<file path="config.mk">
export PLATFORM = sky130hd
export DESIGN_NAME = vga_fb_arbiter
export DESIGN_NICKNAME = d
export VERILOG_FILES = /design/src/rtl/vga_fb_arbiter.sv
export SDC_FILE = /design/constraint.sdc
export NUM_CORES = 1
export LEC_CHECK = 0
export CORE_MARGIN = 5
export CORE_UTILIZATION = 41
export DETAILED_ROUTE_END_ITERATION = 10
export GPL_ROUTABILITY_DRIVEN = 0
export HOLD_SLACK_MARGIN = 0.03
export PLACE_DENSITY = 0.89
export SETUP_SLACK_MARGIN = 0.1
export SLEW_MARGIN = 20
export SYNTH_ARGS = -nofsm -noshare
export SYNTH_HDL_FRONTEND = slang
export SYNTH_SLANG_ARGS = --single-unit
</file>
<file path="constraint.sdc">
create_clock -name i_vga_clk -period 2.73 [get_ports i_vga_clk]
set_clock_uncertainty 0.05 [all_clocks]
set_input_delay 0.546 -clock i_vga_clk [delete_from_list [all_inputs] [get_ports i_vga_clk]]
set_output_delay 0.546 -clock i_vga_clk [all_outputs]
set_load 0.02 [all_outputs]
</file>
<file path="src/rtl/vga_fb_arbiter.sv">
`default_nettype none
// ============================================================================
// Module   : vga_fb_arbiter
// Purpose  : Shares a single-port frame buffer between the display line
//            prefetch (always wins) and a plot writer (req/ack handshake).
//            Fetched lines land in a ping-pong line buffer selected by
//            line_y[0].
// Revision : 1.0 - initial release
// ============================================================================
module vga_fb_arbiter #(
  parameter int DATA_W         = 32,
  parameter int ADDR_W         = 17,
  parameter int WORDS_PER_LINE = 160,
  parameter int LINES          = 480,
  parameter int LB_AW          = 8,
  parameter int FB_BASE        = 0
) (
  input  logic              i_vga_clk,
  input  logic              i_reset_n,
  input  logic              i_line_req,
  input  logic [9:0]        i_line_y,
  input  logic              i_wr_req,
  input  logic [ADDR_W-1:0] i_wr_addr,
  input  logic [DATA_W-1:0] i_wr_data,
  output logic              o_wr_ack,
  output logic [ADDR_W-1:0] o_mem_addr,
  output logic              o_mem_we,
  output logic [DATA_W-1:0] o_mem_wdata,
  input  logic [DATA_W-1:0] i_mem_rdata,
  output logic              o_lb_we,
  output logic [LB_AW:0]    o_lb_addr,
  output logic [DATA_W-1:0] o_lb_wdata,
  output logic              o_fetch_busy,
  output logic              o_underrun
);

  typedef enum logic [1:0] {
    S_IDLE  = 2'd0,
    S_WRITE = 2'd1,
    S_FETCH = 2'd2,
    S_DRAIN = 2'd3
  } state_t;

  localparam logic [LB_AW-1:0] c_LAST_IDX = LB_AW'(WORDS_PER_LINE - 1);

  state_t            r_state;
  state_t            w_state_nxt;

  logic [ADDR_W-1:0] r_base;
  logic [LB_AW-1:0]  r_idx;
  logic              r_bank;
  logic [ADDR_W-1:0] r_wr_addr;
  logic [DATA_W-1:0] r_wr_data;
  logic              r_pend;
  logic [9:0]        r_pend_y;
  logic              r_rd_valid;
  logic [LB_AW-1:0]  r_rd_idx;
  logic              r_rd_bank;
  logic              r_underrun;

  logic              w_req_any;
  logic              w_req_ok;
  logic [9:0]        w_req_y;
  logic [ADDR_W-1:0] w_new_base;
  logic              w_load;
  logic              w_abort;
  logic              w_take_wr;

  // Effective line request: a live pulse beats one parked during a WRITE cycle
  always_comb begin
    w_req_any  = i_line_req | r_pend;
    w_req_y    = i_line_req ? i_line_y : r_pend_y;
    w_req_ok   = w_req_any && (32'(w_req_y) < 32'(LINES));
    w_new_base = ADDR_W'(FB_BASE) + ADDR_W'(w_req_y) * ADDR_W'(WORDS_PER_LINE);
  end

  // Next-state decision and memory/line-buffer bus outputs
  always_comb begin
    w_state_nxt  = r_state;
    w_load       = 1'b0;
    w_abort      = 1'b0;
    w_take_wr    = 1'b0;
    o_wr_ack     = 1'b0;
    o_mem_we     = 1'b0;
    o_mem_addr   = '0;
    o_mem_wdata  = '0;

    case (r_state)
      S_IDLE: begin
        if (w_req_ok) begin
          w_load      = 1'b1;
          w_state_nxt = S_FETCH;
        end else if (!w_req_any && i_wr_req) begin
          w_take_wr   = 1'b1;
          w_state_nxt = S_WRITE;
        end
      end
      S_WRITE: begin
        o_mem_we    = 1'b1;
        o_wr_ack    = 1'b1;
        o_mem_addr  = r_wr_addr;
        o_mem_wdata = r_wr_data;
        w_state_nxt = S_IDLE;
      end
      S_FETCH: begin
        o_mem_addr = r_base + ADDR_W'(r_idx);
        if (w_req_ok) begin
          w_load      = 1'b1;
          w_abort     = 1'b1;
          w_state_nxt = S_FETCH;
        end else if (r_idx == c_LAST_IDX) begin
          w_state_nxt = S_DRAIN;
        end
      end
      S_DRAIN: begin
        if (w_req_ok) begin
          w_load      = 1'b1;
          w_abort     = 1'b1;
          w_state_nxt = S_FETCH;
        end else begin
          w_state_nxt = S_IDLE;
        end
      end
      default: w_state_nxt = S_IDLE;
    endcase

    o_fetch_busy = (r_state == S_FETCH) || (r_state == S_DRAIN);
    o_lb_we      = r_rd_valid;
    o_lb_addr    = r_rd_valid ? {r_rd_bank, r_rd_idx} : '0;
    o_lb_wdata   = r_rd_valid ? i_mem_rdata : '0;
    o_underrun   = r_underrun;
  end

  // State register
  always_ff @(posedge i_vga_clk or negedge i_reset_n) begin
    if (!i_reset_n) r_state <= S_IDLE;
    else            r_state <= w_state_nxt;
  end

  // Fetch pointers, latched write, parked line request and read pipeline
  always_ff @(posedge i_vga_clk or negedge i_reset_n) begin
    if (!i_reset_n) begin
      r_base     <= '0;
      r_idx      <= '0;
      r_bank     <= 1'b0;
      r_wr_addr  <= '0;
      r_wr_data  <= '0;
      r_pend     <= 1'b0;
      r_pend_y   <= '0;
      r_rd_valid <= 1'b0;
      r_rd_idx   <= '0;
      r_rd_bank  <= 1'b0;
      r_underrun <= 1'b0;
    end else begin
      if (w_load) begin
        r_base <= w_new_base;
        r_bank <= w_req_y[0];
        r_idx  <= '0;
      end else if (r_state == S_FETCH) begin
        r_idx  <= r_idx + LB_AW'(1);
      end

      if (w_take_wr) begin
        r_wr_addr <= i_wr_addr;
        r_wr_data <= i_wr_data;
      end

      // WRITE is always followed by IDLE, which consumes the parked request
      r_pend <= (r_state == S_WRITE) && i_line_req;
      if ((r_state == S_WRITE) && i_line_req) r_pend_y <= i_line_y;

      // Read data returns one cycle later; the old bank/index travel with it
      r_rd_valid <= (r_state == S_FETCH);
      r_rd_idx   <= r_idx;
      r_rd_bank  <= r_bank;

      if (w_abort) r_underrun <= 1'b1;
    end
  end

endmodule
`default_nettype wire
</file>
==> reports/metrics.csv, run 1 <==
metric,value,unit
status,"complete, no violations",
nets,802,
rsz0062_at_grt,yes,
antenna_cells,0,
synth_enable_flop_cells,0,
yosysSeqAreaShare,0.4475,
worst_pin_slew,0.5051,ns
vias,4547,
clk-insertion-delay-late,0.34,ns
async_reset_ff_frac,1.000,
first_pass_iters,4,
dp.cells,830,
period_needed,2.720,ns
cts.htree.levels,3,
initial_utilization,0.4154,
die_h,122.6,um
min_period_over_period,0.9964,
synth_area_per_cell,11.40,um^2
die_x,122.6,um
vdd_drop_max,0.0004027,V
viasPerCell,5.300,
ys.flop_type,dfrtp_1,
path_buf_inv,3,
drt_iter0_drc,274,
crit_type,register to primary output,
maxCapViolCount,0,
total_power,0.008294,W
die_area,15040,um^2
p_leak,4.055,nW
ys_types,55,
synth.cell_area,5200,um^2
finalSetupViolCount,0,
syn_inst,456,
cpLargestDelayFamily,adder cells,
num-fill-cells,904,
hpwl,11.89,mm
worst_path_max_delay_cell,dfrtp_1,
grt_max_degree,65,
holdCritPathClass,input port to asynchronous set/reset pin,
end_kind,primary output,
route.detailed.drc,0,
track_usage,0.2177,
port_buffers,189,
clock_sinks,93,
numCtsBuffers,9,
drt-wirelength-per-cell,19.37,um
fin_util,0.6609,
antenna_left,0,
grt_pass1_vias,4741,
routed_wl,16.62,mm
ioPinCount,190,
path_max_fanout,3,
grt_antenna_before_repair,0,
critPathLaunchType,register,
crit_path_frequent_cell,buf_4,
max_freq,0.3676,GHz
yosys_warnings,0,
r2r.worst_path.cells,8,
r2r_slack,0.21,ns
cp.arrival,2.12,ns
rr_endpoint,r_base[16]$_DFFE_PN0P_,
overflow,0,
powerDensity,1003,nW/um^2
crit_chain,ha_2 -> fa_2 -> buf_4 -> buf_6 -> xor2_1 -> a22oi_1 -> nor2b_1 -> buf_4,
cts_tree,done,
drive_gt1_frac,0.2974,
slowest_delay,0.40,ns
tns,0,ns
r2r-start,r_pend_y[1]$_DFFE_PN0P_,
synth_seq_cells,93,
grt_pass1_wl,25.21,mm
cts_root_buf,clkbuf_16,
clk_pin_slew,0.08,ns
final_max_slew_viol_count,0,
clockBufferDepth,2,
synth_fp_nets,577,
area_growth,59.10,%
critPathRequiredTime,2.13,ns
placed_cell_area,7559,um^2
core-area,12520,um^2
critPathLaunch,r_idx[5]$_DFFE_PN0P_,
rows,41,
slew_headroom,0.6633,
hold_viol_final,0,
final_area,8273,um^2
instances_no_fill,858,
==> power breakdown <==
group	internal (W)	switching, W	total [W]	leakage [nW]
clock network	0.000734	0.000599	0.00133	0.151
logic	0.00242	0.00216	0.00458	2.76
registers	0.00198	0.000407	0.00238	1.14
==> placed cells by master, fill, tap and decap left out, types with 5 or more instances in the layout <==
cell type / count
nor2_1: 13
inv_1: 8
buf_12: 5
dfrtp_1: 93
buf_4: 45
clkbuf_2: 7
a22oi_1: 9
buf_6: 11
dlygate4sd2_1: 13
clkbuf_16: 9
mux2_2: 53
dlymetal6s2s_1: 30
nand4_1: 7
and2_1: 75
nand2_1: 28
nor2b_1: 8
ha_1: 10
clkdlybuf4s50_1: 127
mux2_4: 18
xor2_1: 11
ha_4: 10
==> worst max path at each step <==
stage / cells after the start / slack (ns) / end
after global routing: 8 / -0.07 / o_mem_addr[7]
final: 8 / 0.01 / o_mem_addr[7]
after global placement: 10 / -0.63 / r_base[16]$_DFFE_PN0P_
after floorplan: 10 / -0.17 / r_base[16]$_DFFE_PN0P_
after detailed placement: 10 / -0.70 / r_base[16]$_DFFE_PN0P_
after CTS: 7 / 0.03 / o_mem_addr[15]
==> Yosys cell counts (3+ instances only) <==
cell      number  area share
a211oi_1       4      0.0058
a21boi_0       3      0.0043
a21o_1         4      0.0058
a22oi_1        9       0.013
and2_1        75       0.090
buf_2          6      0.0058
buf_4          6      0.0087
buf_6          4      0.0087
clkbuf_1      10      0.0072
dfrtp_1       93        0.45
ha_1          24       0.058
inv_1          8      0.0058
mux2_2        61        0.13
mux2_4        10       0.029
nand2_1       29       0.021
nand3_1        6      0.0058
nand4_1        7      0.0084
nor2_1        14       0.010
nor2b_1        8      0.0096
nor3b_1        3      0.0043
o211ai_1       4      0.0058
o21ai_0       10      0.0096
o21bai_1       3      0.0043
or4_1          3      0.0043
xor2_1        11       0.019
==> area by class of cell <==
| class | instances | area (um^2) | area share |
|---|---|---|---|
| repair buffers | 240 | 2405 | 0.2907 |
| inverters | 8 | 30.03 | 0.003630 |
| clock inverters | 7 | 86.33 | 0.01044 |
| well taps | 172 | 215.2 | 0.02601 |
| flip-flops and latches | 93 | 2327 | 0.2813 |
| clock buffers | 9 | 225.2 | 0.02722 |
| multi-input cells | 329 | 2984 | 0.3607 |
==> routing by layer <==
| layer | track usage | up-vias | part of all wire |
|---|---|---|---|
| met5 | 0 | - | 0 |
| met2 | 0.3975 | 220 | 0.51 |
| met3 | 0.04700 | 56 | 0.076 |
| met4 | 0.1127 | 0 | 0.046 |
| li1 | - | 2049 | - |
| met1 | 0.2354 | 2222 | 0.37 |
==> state kept, by name, summed over array words and instances (netlist names) <==
register    cells
r_base         12
o_underrun      1
r_rd_bank       1
r_state         2
r_pend          1
r_wr_data      32
r_wr_addr      17
o_lb_we         1
r_rd_idx        8
r_pend_y       10
r_idx           8
==> per-stage QoR <==
step           setup slack, ns  hold slack, ns
5_1_grt               -0.07089         0.09526
2_1_floorplan          -0.1652          0.2004
3_5_place_dp           -0.6954          0.3864
6_report              0.009938         0.06348
3_3_place_gp           -0.6337          0.3876
4_1_cts                0.03228         0.07246
==> logic make-up (layout without fill, tap and decap cells) <==
| family | Yosys count | in the layout | share of synthesized area |
|---|---|---|---|
| AND/OR/NAND/NOR | 157 | 157 | 0.1737 |
| flip-flops | 93 | 93 | 0.4475 |
| multiplexers | 73 | 73 | 0.1648 |
| AO/OA/AOI/OAI | 59 | 60 | 0.08758 |
| buffers and inverters | 35 | 264 | 0.03898 |
| adder cells (fa/ha/maj) | 26 | 26 | 0.06545 |
| XOR/XNOR | 13 | 13 | 0.02190 |
==> what timing repair did <==
item,CTS,global route
setup buffers,7,3
setup endpoints to repair,56,37
pin swaps,19,9
gates cloned,2,0
hold buffers,0,0
resized for setup,117,72
No activity file was read; power rests on OpenSTA's default activity.
==> run 2, diff against run 1 <==
--- a/config.mk
+++ b/config.mk
@@ -5,10 +5,12 @@
 export SDC_FILE = /design/constraint.sdc
 export NUM_CORES = 1
 export LEC_CHECK = 0
+export CAP_MARGIN = 25
 export CORE_MARGIN = 5
 export CORE_UTILIZATION = 41
 export DETAILED_ROUTE_END_ITERATION = 10
 export GPL_ROUTABILITY_DRIVEN = 0
+export GPL_TIMING_DRIVEN = 0
 export HOLD_SLACK_MARGIN = 0.03
 export PLACE_DENSITY = 0.89
 export SETUP_SLACK_MARGIN = 0.1
==> reports/metrics.csv, run 2 (synthesis gave the netlist of run 1 again) <==
metric,value,unit,change
grt_max_degree,49,,-25%
antenna_cells,0,,unchanged
cts_root_buf,clkbuf_16,,
holdBufCountCts,0,,unchanged
vdd_drop_max,0.0003663,V,-9.0%
core-area,12520,um^2,unchanged
routed_wl,16.20,mm,-2.6%
most-common-layout-cells,"clkdlybuf4s50_1, dfrtp_1, and2_1",,
multiInputGateArea,2989,um^2,+0.17%
hold_viol_final,0,,unchanged
drive_gt1_frac,0.2826,,-0.01480
critPathLaunchType,register,,
tns,0,ns,unchanged
dp.cells,817,,-1.6%
clock_sinks,93,,unchanged
status,"complete, no violations",,
crit_type,register to primary output,,
final_common_cell,clkdlybuf4s50_1,,
setup_ws,0.02832,ns,+0.01838 ns
final_max_slew_viol_count,0,,unchanged
total_power,0.007913,W,-4.6%
critPathRequiredTime,2.13,ns,about the same
die_h,122.6,um,unchanged
grt_pass1_wl,24.90,mm,-1.2%
max_freq,0.3701,GHz,+0.68%
crit_path_frequent_cell,a21boi_1,,
clk_pin_slew,0.07,ns,about the same
cts_tree,done,,
period_needed,2.702,ns,-0.01838 ns
cp.arrival,2.11,ns,about the same
global_route.usage.met2,0.3992,,+0.001718
area_growth,55.51,%,
end_kind,primary output,,
worst_pin_slew,0.6520,ns,+0.1469 ns
clockBufferDepth,2,,unchanged
die_x,122.6,um,unchanged
nets,799,,-0.37%
top_usage_layer,met2,,
antenna_left,0,,unchanged
regArea,2330,um^2,+0.11%
path_max_fanout,3,,unchanged
vias,4504,,-0.95%
numCtsBuffers,9,,unchanged
route.detailed.drc,0,,unchanged
grt_pass1_vias,4772,,+0.65%
maxCapViolCount,0,,unchanged
overflow,0,,unchanged
reg_top3,"r_wr_data: 32 flops, r_wr_addr: 17 flops, r_base: 12 flops",,
finalSetupViolCount,0,,unchanged
drt_iter0_drc,219,,-20%
clk-insertion-delay-late,0.34,ns,about the same
die_area,15040,um^2,unchanged
ioPinCount,190,,unchanged
rsz0062_at_grt,yes,,
holdCritPathClass,input port to asynchronous set/reset pin,,
drt-wirelength-per-cell,18.94,um,-2.2%
num-fill-cells,946,,+4.6%
grtUsageMet1,0.2266,,-0.008725
use_met3,0.05115,,+0.004147
initial_utilization,0.4154,,unchanged
instances_no_fill,855,,-0.35%
powerDensity,978.6,nW/um^2,-2.4%
first_pass_iters,4,,unchanged
worst_path_max_delay_cell,dfrtp_1,,
cts.htree.levels,3,,unchanged
grt_antenna_before_repair,1,,+1
largest_register,r_wr_data,,
track_usage,0.2150,,-0.002715
port_buffers,188,,-0.53%
slowest_delay,0.42,ns,+0.02 ns
crit_chain,ha_4 -> fa_2 -> a21o_1 -> a21boi_1 -> o21ai_1 -> a21boi_1 -> buf_4,,
viasPerCell,5.268,,-0.60%
slew_headroom,0.5653,,-0.09795
min_period_over_period,0.9896,,-0.006734
largest_reg_flops,32,,unchanged
rows,41,,unchanged
pre_cts_slack,-0.5148,ns,+0.1806 ns
hpwl,12.05,mm,+1.3%
p_leak,3.636,nW,-10%
## run 2: cell count changes in the layout (fill, tap and decap cells not counted), moves of 3 or more
| cell | previous run | this run |
|---|---|---|
| dlymetal6s2s_1 | 30 | 4 |
| dlygate4sd2_1 | 13 | 30 |
| buf_4 | 45 | 34 |
| buf_2 | 0 | 10 |
| clkdlybuf4s15_1 | 0 | 8 |
| clkbuf_1 | 0 | 5 |
| buf_12 | 5 | 1 |
| buf_6 | 11 | 8 |
| clkbuf_2 | 7 | 4 |
## run 2: layer usage
layer  vias to the layer above  share of wire
met3                        47          0.070
met5                         -        0.00074
met4                         2          0.044
met2                       177           0.53
met1                      2233           0.35
li1                       2045              -
## run 2: per-stage QoR
stage	instance area [um^2]	hold slack, ns	utilization
4_1_cts	7961	0.1927	0.6360
3_5_place_dp	7412	0.4022	0.5922
2_1_floorplan	5290	0.2004	-
6_report	8087	0.1760	0.6460
5_1_grt	8087	0.2313	0.6460
3_3_place_gp	7387	0.3895	0.5902
## run 2: repair_timing
item | CTS | global route
pin swaps | 22 | 8
gates cloned | 1 | 0
buffers inserted | 17 | 5
setup endpoints to repair | 53 | 34
resized for setup | 155 | 42
## run 2: worst paths after layout
| kind | startpoint | end | slack [ns] | depth (start not counted) |
|---|---|---|---|---|
| setup / recovery | r_base[5]$_DFFE_PN0P_ | o_mem_addr[9] | 0.03 | 7 |
| hold / removal | i_reset_n | r_wr_data[19]$_DFFE_PN0P_ | 0.18 | 1 |
| setup reg to reg | r_pend_y[3]$_DFFE_PN0P_ | r_base[16]$_DFFE_PN0P_ | 0.17 | 8 |
| hold reg to reg | o_underrun$_DFFE_PN0P_ | o_underrun$_DFFE_PN0P_ | 0.43 | 1 |
| max in group asynchronous | i_reset_n | r_idx[5]$_DFFE_PN0P_ | 1.78 | 2 |
| min in group i_vga_clk | o_underrun$_DFFE_PN0P_ | o_underrun$_DFFE_PN0P_ | 0.43 | 1 |
## run 2: critical path, delay by kind of cell (launching register included)
family	cells	cell delay [ns]
adder cells (fa/ha/maj)	2	0.58
flip-flops	1	0.42
AO/OA/AOI/OAI	4	0.61
buffers and inverters	1	0.16
## run 2: report_power, final
group          switching [W]  internal [W]
sequential          0.000410       0.00198
clock               0.000528      0.000648
combinational        0.00211       0.00224
total                0.00305       0.00486
## run 2: final cells by class
cell class | count | area share
sequential | 93 | 0.2881
multi-input combinational | 328 | 0.3696
buffer | 27 | 0.02646
timing repair buffer | 211 | 0.2513
tap | 172 | 0.02661
clock buffer | 12 | 0.03048
clock inverter | 4 | 0.003713
inverter | 8 | 0.003713
==> run 3, diff against run 2 <==
--- a/config.mk
+++ b/config.mk
@@ -11,7 +11,7 @@
 export DETAILED_ROUTE_END_ITERATION = 10
 export GPL_ROUTABILITY_DRIVEN = 0
 export GPL_TIMING_DRIVEN = 0
-export HOLD_SLACK_MARGIN = 0.03
+export HOLD_SLACK_MARGIN = 0.08
 export PLACE_DENSITY = 0.89
 export SETUP_SLACK_MARGIN = 0.1
 export SLEW_MARGIN = 20
==> results of run 3 <==
Same layout as run 2: the final DEF is identical, and so are final timing and power.
